[config.mk]
export PLATFORM = sky130hd
export DESIGN_NAME = pipe_adder
export DESIGN_NICKNAME = d
export VERILOG_FILES = /design/src/rtl/pipe_adder_pkg.sv /design/src/rtl/pipe_adder_seg_adder.sv /design/src/rtl/pipe_adder.sv
export SDC_FILE = /design/constraint.sdc
export NUM_CORES = 1
export LEC_CHECK = 0
export BUFFER_PORTS_ARGS = -buffer_cell sky130_fd_sc_hd__buf_2
export CAP_MARGIN = 20
export CORE_MARGIN = 4
export CORE_UTILIZATION = 45
export CTS_BUF_LIST = sky130_fd_sc_hd__clkbuf_4
export DETAILED_ROUTE_END_ITERATION = 6
export MAX_ROUTING_LAYER = met4
export PLACE_DENSITY = 0.68
export SLEW_MARGIN = 15
export SYNTH_ARGS = -nofsm -noshare
export SYNTH_HDL_FRONTEND = slang
export SYNTH_SLANG_ARGS = --single-unit
[constraint.sdc]
create_clock -name clk -period 6.7 [get_ports clk]
set_input_delay 1.34 -clock clk [delete_from_list [all_inputs] [get_ports clk]]
set_output_delay 1.34 -clock clk [all_outputs]
set_load 0.02 [all_outputs]
[src/rtl/pipe_adder_pkg.sv]
// Shared definitions for the segmented pipelined adder: operation encodings and
// the stage-count derivation reused by the multiplier top.
package pipe_adder_pkg;

  typedef enum logic {
    MODE_ADD = 1'b0,
    MODE_SUB = 1'b1
  } mode_e;

  function automatic int num_stages(input int width, input int seg);
    return width / seg;
  endfunction

endpackage

[src/rtl/pipe_adder_seg_adder.sv]
// SEG-bit ripple adder built from full_adder cells; also exposes the carry into
// its top bit so the final stage can derive signed overflow.
module full_adder (
  input  logic a,
  input  logic b,
  input  logic cin,
  output logic s,
  output logic cout
);
  assign s    = a ^ b ^ cin;
  assign cout = (a & b) | (cin & (a ^ b));
endmodule

module seg_adder import pipe_adder_pkg::*; #(
  parameter int SEG = 4
) (
  input  logic [SEG-1:0] a,
  input  logic [SEG-1:0] b,
  input  logic           cin,
  output logic [SEG-1:0] s,
  output logic           cout,
  output logic           c_msb_in
);
  logic [SEG:0] c;

  assign c[0] = cin;

  for (genvar i = 0; i < SEG; i++) begin : g_bit
    full_adder u_fa (
      .a    (a[i]),
      .b    (b[i]),
      .cin  (c[i]),
      .s    (s[i]),
      .cout (c[i+1])
    );
  end

  assign cout     = c[SEG];
  assign c_msb_in = c[SEG-1];
endmodule

[src/rtl/pipe_adder.sv]
// Pipelined two's-complement adder/subtractor: one SEG-bit segment resolved per
// stage with the carry registered between stages, valid/ready on both sides.
module pipe_adder import pipe_adder_pkg::*; #(
  parameter int WIDTH = 16,
  parameter int SEG   = 4
) (
  input  logic             clk,
  input  logic             rst_n,
  input  logic             in_valid,
  output logic             in_ready,
  input  logic [WIDTH-1:0] a,
  input  logic [WIDTH-1:0] b,
  input  logic             cin,
  input  logic             sub,
  output logic             out_valid,
  input  logic             out_ready,
  output logic [WIDTH-1:0] s,
  output logic             cout,
  output logic             ovf
);

  if ((SEG < 1) || (SEG > WIDTH) || ((WIDTH % SEG) != 0)) begin : g_param_check
    $error("pipe_adder: WIDTH must be a positive multiple of SEG");
  end

  localparam int NUM_STAGES = num_stages(WIDTH, SEG);
  localparam int LAST       = NUM_STAGES - 1;

  logic [NUM_STAGES-1:0] vld_p;
  logic [NUM_STAGES-1:0] adv;
  logic [NUM_STAGES-1:0] load;
  logic [WIDTH-1:0]      sum_p   [NUM_STAGES];
  logic [WIDTH-1:0]      a_p     [NUM_STAGES];
  logic [WIDTH-1:0]      b_p     [NUM_STAGES];
  logic                  carry_p [NUM_STAGES];
  logic                  cmsb_w  [NUM_STAGES];
  logic                  cmsb_p;

  logic             accept;
  logic [WIDTH-1:0] b_eff;
  logic             c_eff;

  // Subtraction is folded into B and the carry at acceptance.
  assign b_eff  = (sub == MODE_SUB) ? ~b : b;
  assign c_eff  = (sub == MODE_SUB) ? 1'b1 : cin;
  assign accept = in_valid & in_ready;

  // A stage may move on if the output takes a result or any later stage has a hole.
  always_comb begin
    logic space;
    adv   = '0;
    space = out_ready;
    for (int k = LAST; k >= 0; k--) begin
      adv[k] = vld_p[k] & space;
      space  = space | ~vld_p[k];
    end
  end

  assign in_ready = rst_n & (~vld_p[0] | adv[0]);

  for (genvar k = 0; k < NUM_STAGES; k++) begin : g_stage
    logic [WIDTH-1:0] a_src;
    logic [WIDTH-1:0] b_src;
    logic [WIDTH-1:0] sum_base;
    logic [WIDTH-1:0] sum_nx;
    logic [SEG-1:0]   seg_s;
    logic             seg_ci;
    logic             seg_co;

    if (k == 0) begin : g_head
      assign a_src    = a;
      assign b_src    = b_eff;
      assign sum_base = '0;
      assign seg_ci   = c_eff;
      assign load[k]  = accept;
    end else begin : g_body
      assign a_src    = a_p[k-1];
      assign b_src    = b_p[k-1];
      assign sum_base = sum_p[k-1];
      assign seg_ci   = carry_p[k-1];
      assign load[k]  = adv[k-1];
    end

    seg_adder #(.SEG(SEG)) u_seg (
      .a        (a_src[SEG-1:0]),
      .b        (b_src[SEG-1:0]),
      .cin      (seg_ci),
      .s        (seg_s),
      .cout     (seg_co),
      .c_msb_in (cmsb_w[k])
    );

    always_comb begin
      sum_nx = sum_base;
      sum_nx[k*SEG +: SEG] = seg_s;
    end

    // Stage k boundary: resolved low bits, carry, and the still-unconsumed operand bits.
    always_ff @(posedge clk) begin
      if (!rst_n) begin
        sum_p[k]   <= '0;
        a_p[k]     <= '0;
        b_p[k]     <= '0;
        carry_p[k] <= 1'b0;
      end else if (load[k]) begin
        sum_p[k]   <= sum_nx;
        a_p[k]     <= a_src >> SEG;
        b_p[k]     <= b_src >> SEG;
        carry_p[k] <= seg_co;
      end
    end
  end

  always_ff @(posedge clk) begin
    if (!rst_n) begin
      vld_p  <= '0;
      cmsb_p <= 1'b0;
    end else begin
      for (int k = 0; k < NUM_STAGES; k++) begin
        if (load[k])     vld_p[k] <= 1'b1;
        else if (adv[k]) vld_p[k] <= 1'b0;
      end
      if (load[LAST]) cmsb_p <= cmsb_w[LAST];
    end
  end

  assign out_valid = vld_p[LAST];
  assign s         = sum_p[LAST];
  assign cout      = carry_p[LAST];
  assign ovf       = cmsb_p ^ carry_p[LAST];

endmodule

## Yosys cells after proc, flatten, opt, wreduce, memory -nomap -nowiden

Memories as Yosys holds them, arrays and structs flattened.
Index checks and enable logic that the tools add are counted.

| word-level totals | value |
|---|---|
| flip-flop bits (word level) | 5 |
| memory bits (writable) | 164 |
| output and inout bits | 20 |
| memories | 4 |

Memory list:

| memory | words | bits a word | rd ports | clocked after memory_dff | wr ports | RTL line | text |
|---|---|---|---|---|---|---|---|
| sum_p | 4 | 16 | 4 | 0 | 4 | pipe_adder.sv:32 | `logic [WIDTH-1:0] sum_p [NUM_STAGES];` |
| a_p | 4 | 12 | 3 | 0 | 4 | pipe_adder.sv:33 | `logic [WIDTH-1:0] a_p [NUM_STAGES];` |
| b_p | 4 | 12 | 3 | 0 | 4 | pipe_adder.sv:34 | `logic [WIDTH-1:0] b_p [NUM_STAGES];` |
| carry_p | 4 | 1 | 4 | 0 | 4 | pipe_adder.sv:35 | `logic carry_p [NUM_STAGES];` |

| cells by class | value |
|---|---|
| muxes and demuxes | 39 |
| bitwise operators | 112 |
| reductions and logical operators | 4 |

Operator list:

| operator | number |
|---|---|
| $mux 12 | 8 |
| $mux 16 | 5 |
| $and 1x1->1 | 38 |
| $or 1x1->1 | 36 |
| $xor 1x1->1 | 33 |
| $mux 1 | 26 |
| $not 16->16 | 1 |
| $reduce_bool 2->1 | 4 |
| $not 1->1 | 4 |

## Longest topological paths before layout

| depth | value |
|---|---|
| depth after elaboration | 12 |
| gate-level depth with buffers | 10 |

## By module

A second synthesis with hierarchy kept.

| unflattened totals | value |
|---|---|
| cell total of the unflattened synthesis | 264 |
| area, all modules | 4202.8 sq um |

By module, submodules not included:

| module | instances | cells each | area each (sq um) | sequential area each (sq um) |
|---|---|---|---|---|
| pipe_adder | 1 | 248 | 3882.5 | 2852.7 |
| full_adder | 16 | 1 | 20.0 | 0.0 |

## Least setup slack after synthesis

No wires, ideal clock.

| timing | value |
|---|---|
| path type | input -> register |
| start point | in sub |
| end point | mem sum_p[0][3] (data pin) |
| arrival | 3436 ps |
| required time | 6444 ps |
| slack | 3008 ps |
| cell stages on the path | 10 |
| cell sequence | buf_2 -> buf_2 -> xnor2_1 -> fa_1 -> inv_1 -> fa_1 -> inv_1 -> fa_1 -> fa_1 -> nor2_1 |

RTL lines:

| element | RTL line | text |
|---|---|---|
| from (decl) | pipe_adder.sv:14 | `input logic sub,` |
| to (decl) | pipe_adder.sv:32 |  |

## Worst setup path in the final report

| timing | value |
|---|---|
| start point | in out_ready |
| end point | out in_ready |

| between the ends | value |
|---|---|
| word-level cells in the longest chain between the ends | 6 |

RTL lines:

| element | RTL line | text |
|---|---|---|
| from (decl) | pipe_adder.sv:16 | `input logic out_ready,` |
| $or 1x1->1 (3 in series) | pipe_adder.sv:55 | `space = space \| ~vld_p[k];` |
| $and 1x1->1 | pipe_adder.sv:54 | `adv[k] = vld_p[k] & space;` |
| $or 1x1->1 | pipe_adder.sv:59 | `assign in_ready = rst_n & (~vld_p[0] \| adv[0]);` |
| $and 1x1->1 | pipe_adder.sv:59 |  |
| to (decl) | pipe_adder.sv:10 | `output logic in_ready,` |

No other way between the ends.

==> flow_summary.toml <==
[status]
status = "finished, final reports clean"

[routing]
drt_iter0_drc = 47
num_vias = 2123
wl_per_cell_um = 12.57
drc = 0
ant_nets = 0
vias_per_cell = 4.697
drt-total-wl_um = 5682
first_pass_iters = 4

[global_route]
grt_pass1_vias = 2132
grtUsageTotal_pct = 11.57
antenna_found_initial = 0
grt_first_pass_wirelength_um = 9687
grt_max_degree = 26
grt_overflow = 0

[pwr]
p_clk_share_pct = 28.1
p_seq_share_pct = 63.4
pwr-share-comb_pct = 8.5
powerDensity_nw_per_um2 = 239.7
power.internal_w = 0.0008561
power.total_w = 0.001122
power.switching_w = 0.0002657
p_leak_nw = 1.926
switching_share_pct = 23.69
peakVddDrop_uv = 110.7

[floorplanning]
initial_core_util_pct = 46.90
die_w_um = 104.0
ios = 58
die-area_um2 = 10820
core-area_um2 = 8848
fp-row-count = 34
die_h_um = 104.0

[synth]
yosys_warnings = 0
synth_area_leaders = "edfxtp_1, and2_1, fa_1"
synth_seq_cells = 97
syn_area_um2 = 4150
syn-num-nets = 335
ys_seq_area_share_pct = 68.74
synth_cells = 281
synth_top_area_share_pct = 65.84
yosysTopAreaCell = "edfxtp_1"
avgSynthCellArea_um2 = 14.77
synth.distinct_cells = 26

[clocking]
cts_setup_buffers = 0
cts_resized = 0
clk_pin_slew_ns = 0.15
cts_buffer_depth = 2
h-tree-depth = 3
numClockSinks = 97
numCtsBuffers = 9
clockRootBuffer = "clkbuf_4"
hold_buffers = 0
cts_tree = "done"
insertion_delay_ns = 0.44

[sta]
final_max_slew_viol_count = 0
min_period_ns = 3.776
slew_headroom_pct = 34.01
tns_ns = 0
worstMarginPinSlew_ns = 0.9874
fmax_mhz = 264.9
rsz0062_at_grt = "false"
hold_viol_final = 0
period_share_pct = 56.35
final-setup-viol-count = 0
finClkSkew_ns = 0.01346

[final_layout]
syn_to_final_growth_pct = 12.78
fill_cells = 773
n_antenna_cell = 0
layout.nets = 393
drive_gt1_share_pct = 22.97

[critical_path]
cp-start-kind = "primary input"
crit_type = "primary input to output pin"
crit_fanout = 14
end_kind = "output pin"
crit_required_ns = 5.36
arrival_ns = 2.44

[placed_design]
gp_congestion = 0.7407
portBuffers = 57
dpl.hpwl_um = 4126

[job]
cap_violations = 0

[worst_hold_path]
worst_hold_path_type = "flop to flop"
cells by family after synthesis:
| family | count (synthesis) | synth area share, % |
|---|---|---|
| and+or+nand+nor | 107 | 14.95 |
| xor gates and xnor gates | 17 | 3.588 |
| AOI/OAI and AO/OA | 11 | 1.779 |
| DFF | 97 | 68.74 |
| adders and majority gates | 16 | 7.718 |
| buffers and inverters | 33 | 3.226 |
power groups by stage:
stage / sequential [W] / combinational (W) / clock (W)
2_1_floorplan: 0.000730 / 0.0000557 / 0
3_3_place_gp: 0.000725 / 0.0000938 / 0
3_5_place_dp: 0.000726 / 0.0000979 / 0
4_1_cts: 0.000712 / 0.0000980 / 0.000322
5_1_grt: 0.000715 / 0.000110 / 0.000349
6_report: 0.000711 / 0.0000950 / 0.000316
layer usage:
metal / routed length, um / share of wire, % / GRT usage [%]
met1: 2582 / 45 / 14.59
met4: 134 / 2.4 / 5.983
met5: 0 / 0 / -
met3: 324 / 5.7 / 2.917
met2: 2641 / 46 / 17.41
stage by stage:
step                      cell area, um2  utilization [%]  cells  setup WS (ns)  hold WS [ns]
after floorplan                     4150                -    281          3.009        0.4619
after global placement              4519            51.07    435          2.965        0.4860
after detailed placement            4534            51.24    436          2.935        0.5014
after CTS                           4681            52.90    452          2.924        0.5300
after global routing                4681            52.90    452          2.839        0.5455
final                               4681            52.90    452          2.924        0.5285
worst max-delay path: stages:
cell and delay (ns):
buf_2 0.10, and4b_1 0.25, a21oi_2 0.47, buf_2 0.27
flip-flops by register name, summed over array words and instances, names as in the netlist:
register and count:
cmsb_p 1, carry_p 4, sum_p 40, b_p 24
vld_p 4, a_p 24
worst paths after layout:
check / from / endpoint / slack, ns / cells past startpoint
hold / removal: sum_p[0][1] / sum_p[1][1] / 0.53 / 1
hold reg to reg: sum_p[0][1] / sum_p[1][1] / 0.53 / 1
setup / recovery: out_ready / in_ready / 2.92 / 4
setup reg to reg: a_p[1][0] / sum_p[3][15] / 4.05 / 6
cell usage in the layout, fill, tap and decap left out, types with 2 or more instances in the layout:
cell type,synthesis,final
and3_1,15,15
clkinvlp_4,0,3
nor2_1,20,20
xor2_1,2,2
fa_1,16,16
nand2_1,6,6
inv_1,21,21
edfxtp_1,91,91
nor3_1,3,3
xnor2_1,15,15
clkbuf_4,0,9
and2_1,57,57
a21oi_1,6,6
buf_2,8,57
dfxtp_1,6,6
inv_6,0,2
Yosys cell counts, drive strengths merged:
| library cell | number |
|---|---|
| edfxtp | 91 |
| and2 | 57 |
| inv | 22 |
| nor2 | 20 |
| fa | 16 |
| and3 | 15 |
| xnor2 | 15 |
| buf | 8 |
| a21oi | 7 |
| dfxtp | 6 |
| nand2 | 6 |
| nor3 | 4 |
| clkbuf | 3 |
| xor2 | 2 |
| a22o | 1 |
| a311oi | 1 |
| and4b | 1 |
| nand2b | 1 |
| nand3 | 1 |
| nand3b | 1 |
| nand4b | 1 |
| o211ai | 1 |
| o21ai | 1 |
cell type report:
cell class / instances / area, um2 / share of cell area (%)
sequential: 97 / 2853 / 60.95
multi-input combinational: 151 / 1164 / 24.86
timing repair buffer: 58 / 300.3 / 6.415
tap: 108 / 135.1 / 2.887
inverter: 22 / 82.58 / 1.764
clock inverter: 7 / 78.83 / 1.684
clock buffer: 9 / 67.56 / 1.443
(Power assumes the default switching activity.)
